`config.mk`:
```
export PLATFORM = sky130hd
export DESIGN_NAME = vga_fb_arbiter_flat
export DESIGN_NICKNAME = d
export VERILOG_FILES = /design/src/rtl/vga_fb_arbiter_pkg.sv /design/src/rtl/vga_fb_arbiter_if.sv /design/src/rtl/vga_sync_gen.sv /design/src/rtl/vga_fb_arbiter.sv /design/src/flat_wrapper.sv
export SDC_FILE = /design/constraint.sdc
export NUM_CORES = 1
export LEC_CHECK = 0
export ABC_AREA = 0
export CAP_MARGIN = 20
export CORE_AREA = 2 2 73 75
export CTS_BUF_LIST = sky130_fd_sc_hd__clkbuf_4 sky130_fd_sc_hd__clkbuf_8
export DETAILED_ROUTE_END_ITERATION = 12
export DIE_AREA = 0 0 75 77
export PLACE_DENSITY = 0.91
export SKIP_LAST_GASP = 1
export SYNTH_ARGS = -nofsm -noshare
export SYNTH_HDL_FRONTEND = slang
export SYNTH_SLANG_ARGS = --single-unit
export TNS_END_PERCENT = 50
```
`constraint.sdc`:
```
create_clock -name clk -period 2.3 [get_ports clk]
set_input_delay 0.69 -clock clk [delete_from_list [all_inputs] [get_ports clk]]
set_output_delay 0.69 -clock clk [all_outputs]
set_load 0.01 [all_outputs]
```
`src/rtl/vga_fb_arbiter_pkg.sv`:
```
// Shared VGA 640x480 timing constants and frame-buffer port state type.
// Imported by the arbiter, its sync generator and the bench.
package vga_pkg;

  localparam logic [9:0] H_ACTIVE     = 10'd640;
  localparam logic [9:0] H_SYNC_START = 10'd656;
  localparam logic [9:0] H_SYNC_END   = 10'd751;
  localparam logic [9:0] H_TOTAL      = 10'd800;
  localparam logic [9:0] V_ACTIVE     = 10'd480;
  localparam logic [9:0] V_SYNC_START = 10'd490;
  localparam logic [9:0] V_SYNC_END   = 10'd491;
  localparam logic [9:0] V_TOTAL      = 10'd525;

  localparam int FB_DEPTH = 307200;

  typedef enum logic [1:0] {
    IDLE  = 2'd0,
    READ  = 2'd1,
    WRITE = 2'd2
  } fb_state_t;

endpackage

```
`src/rtl/vga_fb_arbiter_if.sv`:
```
// Pixel-writer handshake plus the single SRAM port shared by display fetch and writer.
// master = arbiter side, slave = writer/SRAM side.
interface vga_fb_arbiter_if #(
  parameter int DATA_W = 8,
  parameter int ADDR_W = 19
);

  logic              wr_req;
  logic [ADDR_W-1:0] wr_addr;
  logic [DATA_W-1:0] wr_data;
  logic              wr_ack;
  logic              wr_err;

  logic [ADDR_W-1:0] mem_addr;
  logic              mem_re;
  logic              mem_we;
  logic [DATA_W-1:0] mem_wdata;
  logic [DATA_W-1:0] mem_rdata;

  modport master (
    input  wr_req, wr_addr, wr_data, mem_rdata,
    output wr_ack, wr_err, mem_addr, mem_re, mem_we, mem_wdata
  );

  modport slave (
    output wr_req, wr_addr, wr_data, mem_rdata,
    input  wr_ack, wr_err, mem_addr, mem_re, mem_we, mem_wdata
  );

endinterface

```
`src/rtl/vga_sync_gen.sv`:
```
// Decodes col/row into active/hsync/vsync/blank and delays them three cycles so they
// line up with the pixel fetched at the same tick.
module vga_sync_gen
  import vga_pkg::*;
(
  input  logic       clk,
  input  logic       n_rst,
  input  logic       pixel_tick,
  input  logic [9:0] col,
  input  logic [9:0] row,
  output logic       active,
  output logic       hsync,
  output logic       vsync,
  output logic       blank
);

  logic       hs_now;
  logic       vs_now;
  // stage layout: {blank, hsync, vsync}
  logic [2:0] s1, s2, s3;

  assign active = (col < H_ACTIVE) && (row < V_ACTIVE);
  assign hs_now = ~((col >= H_SYNC_START) && (col <= H_SYNC_END));
  assign vs_now = ~((row >= V_SYNC_START) && (row <= V_SYNC_END));

  // Only the first stage is tick-gated; later stages shift every cycle so the
  // value sampled at tick N shows up at N+3 and holds until the next tick arrives.
  always_ff @(posedge clk or negedge n_rst) begin
    if (!n_rst) begin
      s1 <= 3'b111;
      s2 <= 3'b111;
      s3 <= 3'b111;
    end else begin
      if (pixel_tick) begin
        s1 <= {~active, hs_now, vs_now};
      end
      s2 <= s1;
      s3 <= s2;
    end
  end

  assign {blank, hsync, vsync} = s3;

endmodule

```
`src/rtl/vga_fb_arbiter.sv`:
```
// Single-port frame-buffer scheduler: display reads own every active pixel tick, the
// pixel writer takes free cycles. Option macro: VGA_WR_BLANK_ONLY_EN (writes only in vblank).
//
// state | meaning
// IDLE  | SRAM port unused this cycle
// READ  | display fetch on the port (mem_re, addr_enable)
// WRITE | writer access on the port (wr_ack; mem_we unless out of range)
module vga_fb_arbiter
  import vga_pkg::*;
#(
  parameter int DATA_W   = 8,
  parameter int ADDR_W   = 19,
  parameter int FB_DEPTH = vga_pkg::FB_DEPTH
) (
  input  logic              clk,
  input  logic              n_rst,
  input  logic              pixel_tick,
  input  logic [9:0]        col,
  input  logic [9:0]        row,
  input  logic [ADDR_W-1:0] rd_addr,
  output logic              addr_enable,
  vga_fb_arbiter_if.master  bus,
  output logic              pix_valid,
  output logic [DATA_W-1:0] pix_data,
  output logic              hsync,
  output logic              vsync,
  output logic              blank
);

  localparam logic [ADDR_W-1:0] DEPTH_L = ADDR_W'(FB_DEPTH);

  fb_state_t         state_q, state_nx;
  logic              active;
  logic              read_slot;
  logic              wr_ok;
  logic [ADDR_W-1:0] addr_q;
  logic [DATA_W-1:0] wdata_q;
  logic              err_q;
  logic              rd_pend;

  vga_sync_gen u_sync (
    .clk       (clk),
    .n_rst     (n_rst),
    .pixel_tick(pixel_tick),
    .col       (col),
    .row       (row),
    .active    (active),
    .hsync     (hsync),
    .vsync     (vsync),
    .blank     (blank)
  );

  assign read_slot = pixel_tick & active;

`ifdef VGA_WR_BLANK_ONLY_EN
  assign wr_ok = bus.wr_req && (row >= V_ACTIVE);
`else
  assign wr_ok = bus.wr_req;
`endif

  always_ff @(posedge clk or negedge n_rst) begin
    if (!n_rst) begin
      state_q <= IDLE;
    end else begin
      state_q <= state_nx;
    end
  end

  // Reads always win; a request still high in its ack cycle is a fresh request.
  always_comb begin
    state_nx = IDLE;
    if (read_slot) begin
      state_nx = READ;
    end else if (wr_ok) begin
      state_nx = WRITE;
    end
  end

  always_comb begin
    addr_enable = 1'b0;
    bus.mem_re  = 1'b0;
    bus.mem_we  = 1'b0;
    bus.wr_ack  = 1'b0;
    bus.wr_err  = 1'b0;
    case (state_q)
      READ: begin
        bus.mem_re  = 1'b1;
        addr_enable = 1'b1;
      end
      WRITE: begin
        bus.wr_ack = 1'b1;
        bus.wr_err = err_q;
        bus.mem_we = ~err_q;
      end
      default: ;
    endcase
  end

  always_ff @(posedge clk or negedge n_rst) begin
    if (!n_rst) begin
      addr_q    <= '0;
      wdata_q   <= '0;
      err_q     <= 1'b0;
      rd_pend   <= 1'b0;
      pix_valid <= 1'b0;
      pix_data  <= '0;
    end else begin
      rd_pend   <= (state_q == READ);
      pix_valid <= rd_pend;
      pix_data  <= rd_pend ? bus.mem_rdata : '0;
      if (state_nx == READ) begin
        addr_q <= rd_addr;
      end else if (state_nx == WRITE) begin
        addr_q  <= bus.wr_addr;
        wdata_q <= bus.wr_data;
        err_q   <= (bus.wr_addr >= DEPTH_L);
      end
    end
  end

  assign bus.mem_addr  = addr_q;
  assign bus.mem_wdata = wdata_q;

endmodule

```
`src/flat_wrapper.sv`:
```
// flat-port wrapper written by rule: the top's interface ports become plain ports
module vga_fb_arbiter_flat import vga_pkg::*;
#(
  parameter int DATA_W   = 8,
  parameter int ADDR_W   = 19,
  parameter int FB_DEPTH = vga_pkg::FB_DEPTH
)
  (clk, n_rst, pixel_tick, col, row, rd_addr, addr_enable, pix_valid, pix_data, hsync, vsync, blank, bus_wr_req, bus_wr_addr, bus_wr_data, bus_mem_rdata, bus_wr_ack, bus_wr_err, bus_mem_addr, bus_mem_re, bus_mem_we, bus_mem_wdata);
  vga_fb_arbiter_if #(.DATA_W(DATA_W), .ADDR_W(ADDR_W)) bus_i ();
  input  logic clk;
  input  logic n_rst;
  input  logic pixel_tick;
  input  logic [9:0] col;
  input  logic [9:0] row;
  input  logic [ADDR_W-1:0] rd_addr;
  output logic addr_enable;
  output logic pix_valid;
  output logic [DATA_W-1:0] pix_data;
  output logic hsync;
  output logic vsync;
  output logic blank;
  input wire logic [$bits(bus_i.wr_req)-1:0] bus_wr_req;
  input wire logic [$bits(bus_i.wr_addr)-1:0] bus_wr_addr;
  input wire logic [$bits(bus_i.wr_data)-1:0] bus_wr_data;
  input wire logic [$bits(bus_i.mem_rdata)-1:0] bus_mem_rdata;
  output wire logic [$bits(bus_i.wr_ack)-1:0] bus_wr_ack;
  output wire logic [$bits(bus_i.wr_err)-1:0] bus_wr_err;
  output wire logic [$bits(bus_i.mem_addr)-1:0] bus_mem_addr;
  output wire logic [$bits(bus_i.mem_re)-1:0] bus_mem_re;
  output wire logic [$bits(bus_i.mem_we)-1:0] bus_mem_we;
  output wire logic [$bits(bus_i.mem_wdata)-1:0] bus_mem_wdata;
  assign bus_i.wr_req = bus_wr_req;
  assign bus_i.wr_addr = bus_wr_addr;
  assign bus_i.wr_data = bus_wr_data;
  assign bus_i.mem_rdata = bus_mem_rdata;
  assign bus_wr_ack = bus_i.wr_ack;
  assign bus_wr_err = bus_i.wr_err;
  assign bus_mem_addr = bus_i.mem_addr;
  assign bus_mem_re = bus_i.mem_re;
  assign bus_mem_we = bus_i.mem_we;
  assign bus_mem_wdata = bus_i.mem_wdata;
  vga_fb_arbiter #(.DATA_W(DATA_W), .ADDR_W(ADDR_W), .FB_DEPTH(FB_DEPTH)) u_core (.clk(clk), .n_rst(n_rst), .pixel_tick(pixel_tick), .col(col), .row(row), .rd_addr(rd_addr), .addr_enable(addr_enable), .bus(bus_i), .pix_valid(pix_valid), .pix_data(pix_data), .hsync(hsync), .vsync(vsync), .blank(blank));
endmodule
```
# --- Word-level counts from Yosys, hierarchy flattened ---
# Index checks and enable logic that the tools add are counted.
classes:
  n_lt_le_gt_ge: 7
  n_eq_ne: 4
  mux: 9
  bitwise_logic: 6
  reduce_logical: 5
ops:
  columns: ["cell", "n"]
  rows:
  - ["$mux W19", 2]
  - ["$ge A19 B19 Y1 const B", 1]
  - ["$ge A10 B10 Y1 const B", 1]
  - ["$ge A10 B9 Y1 const B", 1]
  - ["$le A10 B10 Y1 const B", 1]
  - ["$le A10 B9 Y1 const B", 1]
  - ["$lt A10 B10 Y1 const B", 1]
  - ["$lt A10 B9 Y1 const B", 1]
  - ["$mux W8", 1]
  - ["$not A1 Y1", 5]
  - ["$eq A2 B1 Y1 const B", 2]
  - ["$eq A2 B2 Y1 const B", 2]
  - ["$mux W1", 4]
  - ["$mux W2", 2]
  - ["$logic_and A1 B1 Y1", 3]
  - ["$reduce_and A2 Y1", 1]
  - ["$reduce_bool A2 Y1", 1]
  - ["$and A1 B1 Y1", 1]
totals:
  ff_bits: 49
  input_bits: 78
  output_inout_bits: 44
  elab_cells: 41

# --- Depth between registers and ports, before layout ---
# Gate-level depths: netlist of run 1.
logic_depth:
  ltp_word: 7
  ltp_mapped: 5
  ltp_nobuf: 4

# --- Modules after synthesis ---
# A second synthesis of run 1 with hierarchy kept.
hier_totals:
  hier_cells: 154
  area_unflattened_um2: 2006.9
modules_own_cells:
  columns: ["module", "n_inst", "cells_per_inst", "area_each_um2", "seq_area_each_um2"]
  rows:
  - ["vga_fb_arbiter", 1, 132, 1676.6, 1001.0]
  - ["vga_sync_gen", 1, 22, 330.3, 236.5]

# --- Worst setup path before layout of run 1 ---
# Ideal clock, no wire load.
synth_path:
  kind: "input-to-reg"
  start: "in row[9]"
  end: "reg u_core.wdata_q[6] (netlist: u_core.bus.mem_wdata[6])"
  setup_ns: 0.128
  arrival_time_ns: 1.480
  t_required_ns: 2.172
  path_slack_ns: 0.692
  stages: 4
  n_path_buf: 0
  path_cell_list: "nand2b_4 > o211ai_4 > nand2_4 > mux2_1"
synth_between:
  elab_chain_len: 7
  word_cells_on_any_way: 8
  classes_between: "1 x order compare; 2 x eq/ne; 1 x mux; 2 x bitwise; 2 x reduce/logical"
synth_rtl:
  columns: ["item", "line_no", "text"]
  rows:
  - ["from (decl)", "flat_wrapper.sv:14", "input logic [9:0] row;"]
  - ["$lt A10 B9 Y1 (*)", "vga_sync_gen.sv:22", "assign active = (col < H_ACTIVE) && (row < V_ACTIVE);"]
  - ["$logic_and A1 B1 Y1 (*)", "vga_sync_gen.sv:22", null]
  - ["$and A1 B1 Y1 (*)", "vga_fb_arbiter.sv:53", "assign read_slot = pixel_tick & active;"]
  - ["$mux W2 (*)", "vga_fb_arbiter.sv:72", "if (read_slot) begin"]
  - ["$eq A2 B1 Y1", "vga_fb_arbiter.sv:111", "if (state_nx == READ) begin"]
  - ["$not A1 Y1 (no source line)", null, null]
  - ["$reduce_and A2 Y1 (no source line) (*)", null, null]
  - ["to (signal assigned)", "vga_fb_arbiter.sv:115", "wdata_q <= bus.wr_data;"]
  - ["to (decl)", "vga_fb_arbiter.sv:37", "logic [DATA_W-1:0] wdata_q;"]
# Every way passes the cells marked *; elsewhere a longest branch is shown, timed or not.
# A chain may end at the register's enable or synchronous reset.

# --- Worst setup path in the final report of run 1 ---
layout_path:
  start: "reg u_core.state_q[0]"
  end: "out bus_wr_err"
layout_between:
  elab_chain_len: 2
layout_rtl:
  columns: ["item", "line_no", "text"]
  rows:
  - ["from (decl)", "vga_fb_arbiter.sv:32", "fb_state_t state_q, state_nx;"]
  - ["from (signal assigned)", "vga_fb_arbiter.sv:65", "state_q <= state_nx;"]
  - ["$eq A2 B2 Y1", "vga_fb_arbiter.sv:85", "case (state_q)"]
  - ["$mux W1", "vga_fb_arbiter.sv:85", null]
  - ["to (decl)", "flat_wrapper.sv:27", "output wire logic [$bits(bus_i.wr_err)-1:0] bus_wr_err;"]
# Every way passes these cells.

==> metrics.md, run 1 <==
| Metric | Value |
|---|---|
| CORE AREA | `0.00498 mm^2` |
| Leading area contributor after synthesis | `dfrtp_1` |
| CP startpoint | `u_core.state_q[0]` |
| Slew HR | `66.8%` |
| Vias in the first global route | `1,693` |
| Outcome | `completed` |
| Placed Area | `0.00322 mm^2` |
| Largest net degree at the start of global routing | `30` |
| RSZ-0062 raised after global routing | `false` |
| Final Hold Viols | `0` |
| Grt ovf | `0` |
| Reg2reg end | `u_core.u_sync.s1[0]` |
| Final Cell Area | `0.00336 mm^2` |
| I/O pin count | `122` |
| Crit path time final | `2.17 ns` |
| Setup CP Type | `reg -> out` |
| Syn_area_per_cell | `12.6 um^2` |
| Storage element area | `0.00124 mm^2` |
| Main area contributors after synthesis | `dfrtp_1 (51%), dfstp_2 (12%), mux2i_1 (9.6%), a21oi_1 (5.1%), mux2_2 (4.6%)` |
| Initial antenna violation count | `0` |
| Hpwl dp | `3.85 mm` |
| Slew @ Worst Pin | `0.499 ns` |
| Max Cap Viol | `0` |
| Area Growth Syn to Fin | `70.0%` |
| Setup TNS | `0 ns` |
| Initial core utilization | `39.7%` |
| Netlist cell types | `27` |
| Post-route antenna net violation count | `0` |
| Hold WC Path Type | `in -> async` |
| Synth Register Bits | `49` |
| Syn Nets | `235` |
| Synth async-reset ratio | `100%` |
| Die height | `77 um` |
| Bufs on Longest Clock Path | `2` |
| Synth Warn # | `0` |
| H-tree levels | `2` |
| Critical path peak fanout | `3` |
| Fin. max-slew vios | `0` |
| Fin crit share | `94.3%` |
| Die footprint | `0.00578 mm^2` |
| Number of flops mapped to enable cells by yosys | `0` |
| Die X | `75 um` |
| Most frequent cell after synthesis | `dfrtp_1` |
| Worst IR Drop VDD | `431 uV` |
| Drt first pass iters | `4` |
| Rows | `26` |
| Worst Path Arrival | `1.48 ns` |
| DRC Markers | `0` |
| Slowest stage delay, CP | `0.52 ns` |
| Area occupied by multi-input gates | `681 um^2` |
| NumNets Final | `357` |
| Via density per instance | `4.55` |
| Final setup violation count | `0` |
| LEAKAGE | `1.48 nW` |
| Avg WL per Cell | `13.6 um` |
| Worst r2r src | `u_core.u_sync.s1[0]` |
| Post-CTS Setup Inserts | `0` |
| Post-synthesis cell area | `0.00198 mm^2` |
| Yosys top cell area share | `50.6%` |
| Port bufs | `116` |
| Clock transition at the registers of the reported paths | `0.08 ns` |
| Synth top cells by count | `dfrtp_1 (40), nor2_1 (24), a21oi_1 (20)` |
| CP max stage cell | `clkdlybuf4s50_1` |
| Crit start category | `flip-flop` |
| Clock Latency Late Sink | `0.29 ns` |
| Sink Count | `49` |
| Gp weighted congestion | `0.777` |
| Share of layout cells above drive strength 1 | `12.9%` |
| Crit path required time | `1.61 ns` |
| Layout fillers | `387` |
| Antenna Cells | `0` |
| Syn Inst Count | `157` |
| Routed via count | `1,591` |
| Worst Skew | `0.00120 ns` |
| Cell Chain, Critical Path | `nor2b_2, and2_1, clkdlybuf4s50_1` |
| R2R depth | `2` |
| Post-Route WL | `4.77 mm` |
| Hold WS | `0.358 ns` |
| Clock Tree Root | `clkbuf_8` |
| Hold buffers post-CTS | `0` |
| First-pass GRT wire length | `7.40 mm` |
| Sequential element share of the synthesized area | `62.6%` |
| Total GRT Usage | `16.7%` |
| DRT iter0 DRCs | `32` |
| F_max | `461 MHz` |
| R2R setup slack | `1.50 ns` |
| Total CTS buffers | `5` |
| CTS tree | `built` |
| Synth Flop Type | `dfrtp_1` |
| Pwr dens | `640 mW/mm^2` |
| CP endpoint kind | `output pin` |
[registers in the layout (all words and copies together), names as in the netlist]
name / cells
u_core.bus.mem_addr: 19
u_core.bus.mem_wdata: 8
u_core.err_q: 1
u_core.pix_data: 8
u_core.pix_valid: 1
u_core.rd_pend: 1
u_core.state_q: 2
u_core.u_sync.s1: 3
u_core.u_sync.s2: 3
u_core.u_sync.s3: 3
[cells by family (layout without fill, tap and decap cells)]
| logic type | after synthesis | count (layout) | share of synthesized area [%] |
|---|---|---|---|
| AO/OA/AOI/OAI | 25 | 25 | 7.46 |
| buffers and inverters | 9 | 132 | 3.16 |
| flip-flops | 49 | 49 | 62.6 |
| multiplexers | 28 | 28 | 14.7 |
| AND/OR/NAND/NOR | 46 | 46 | 12.1 |
[stage by stage]
| step | total power, mW | utilization [%] | cells | worst slack (ns) |
|---|---|---|---|---|
| after floorplan | 1.16 | - | 157 | 0.692 |
| after global placement | 1.46 | 64.8 | 342 | 0.165 |
| after detailed placement | 1.48 | 64.8 | 342 | 0.130 |
| after CTS | 2.19 | 67.5 | 350 | 0.0233 |
| after global routing | 2.26 | 67.6 | 350 | 0.0541 |
| final | 2.15 | 67.6 | 350 | 0.131 |
[cells in the final DEF (no fill, tap or decap), types with 2 or more instances in the layout]
master           synthesis  final
nor2_1                  24     24
bufinv_16                0      2
nor2b_1                  3      2
clkbuf_8                 0      5
dfstp_2                  9      9
nand3_1                  2      2
inv_1                    2      2
mux2i_1                 19     19
a21oi_1                 20     20
and2_1                   9      9
buf_4                    3      5
dfrtp_1                 40     40
mux2_2                   8      8
clkdlybuf4s50_1          0    114
[metal layers]
metal	GRT usage, %	share of wire (%)
met5	0	0
met4	4.64	0.40
met3	5.65	8.2
met2	32.0	57
met1	16.3	35
[final cells by class]
type	instances	share of cell area (%)
Multi-Input combinational cell	99	20.2
Clock inverter	3	1.93
Clock buffer	5	2.05
Tap cell	70	2.60
Sequential cell	49	36.8
Timing Repair Buffer	122	36.2
Inverter	2	0.223
[worst max-delay path: cells and delay by family (launching register included)]
kind | cells | cell delay (ns)
simple gates | 2 | 0.28
buf+inv | 1 | 0.52
flops | 1 | 0.39
[how the worst max path moves through the flow]
stage | end | cells after the start
finish | bus_wr_err | 3
CTS | bus_mem_we | 3
global route | bus_wr_err | 3
global placement | u_core.bus.mem_wdata[4] | 5
floorplan | u_core.bus.mem_wdata[6] | 4
detailed placement | u_core.bus.mem_wdata[2] | 5
[report_power, final]
group          switching, mW  internal [mW]
clock network          0.267          0.432
logic                  0.167          0.304
registers             0.0384          0.946
[what timing repair did]
| action | CTS | global route |
|---|---|---|
| resized for setup | 0 | 2 |
| endpoints found under the hold margin | 0 | 0 |
| setup endpoints to repair | 0 | 2 |
Note: power is estimated with default switching activity, not from simulation.
==> inputs of run 2 (changes only) <==
--- a/config.mk
+++ b/config.mk
@@ -11,6 +11,7 @@
 export CTS_BUF_LIST = sky130_fd_sc_hd__clkbuf_4 sky130_fd_sc_hd__clkbuf_8
 export DETAILED_ROUTE_END_ITERATION = 12
 export DIE_AREA = 0 0 75 77
+export HOLD_SLACK_MARGIN = 0.02
 export PLACE_DENSITY = 0.91
 export SKIP_LAST_GASP = 1
 export SYNTH_ARGS = -nofsm -noshare
==> results of run 2 <==
The final DEF is identical to that of run 1; final timing and power are the same.
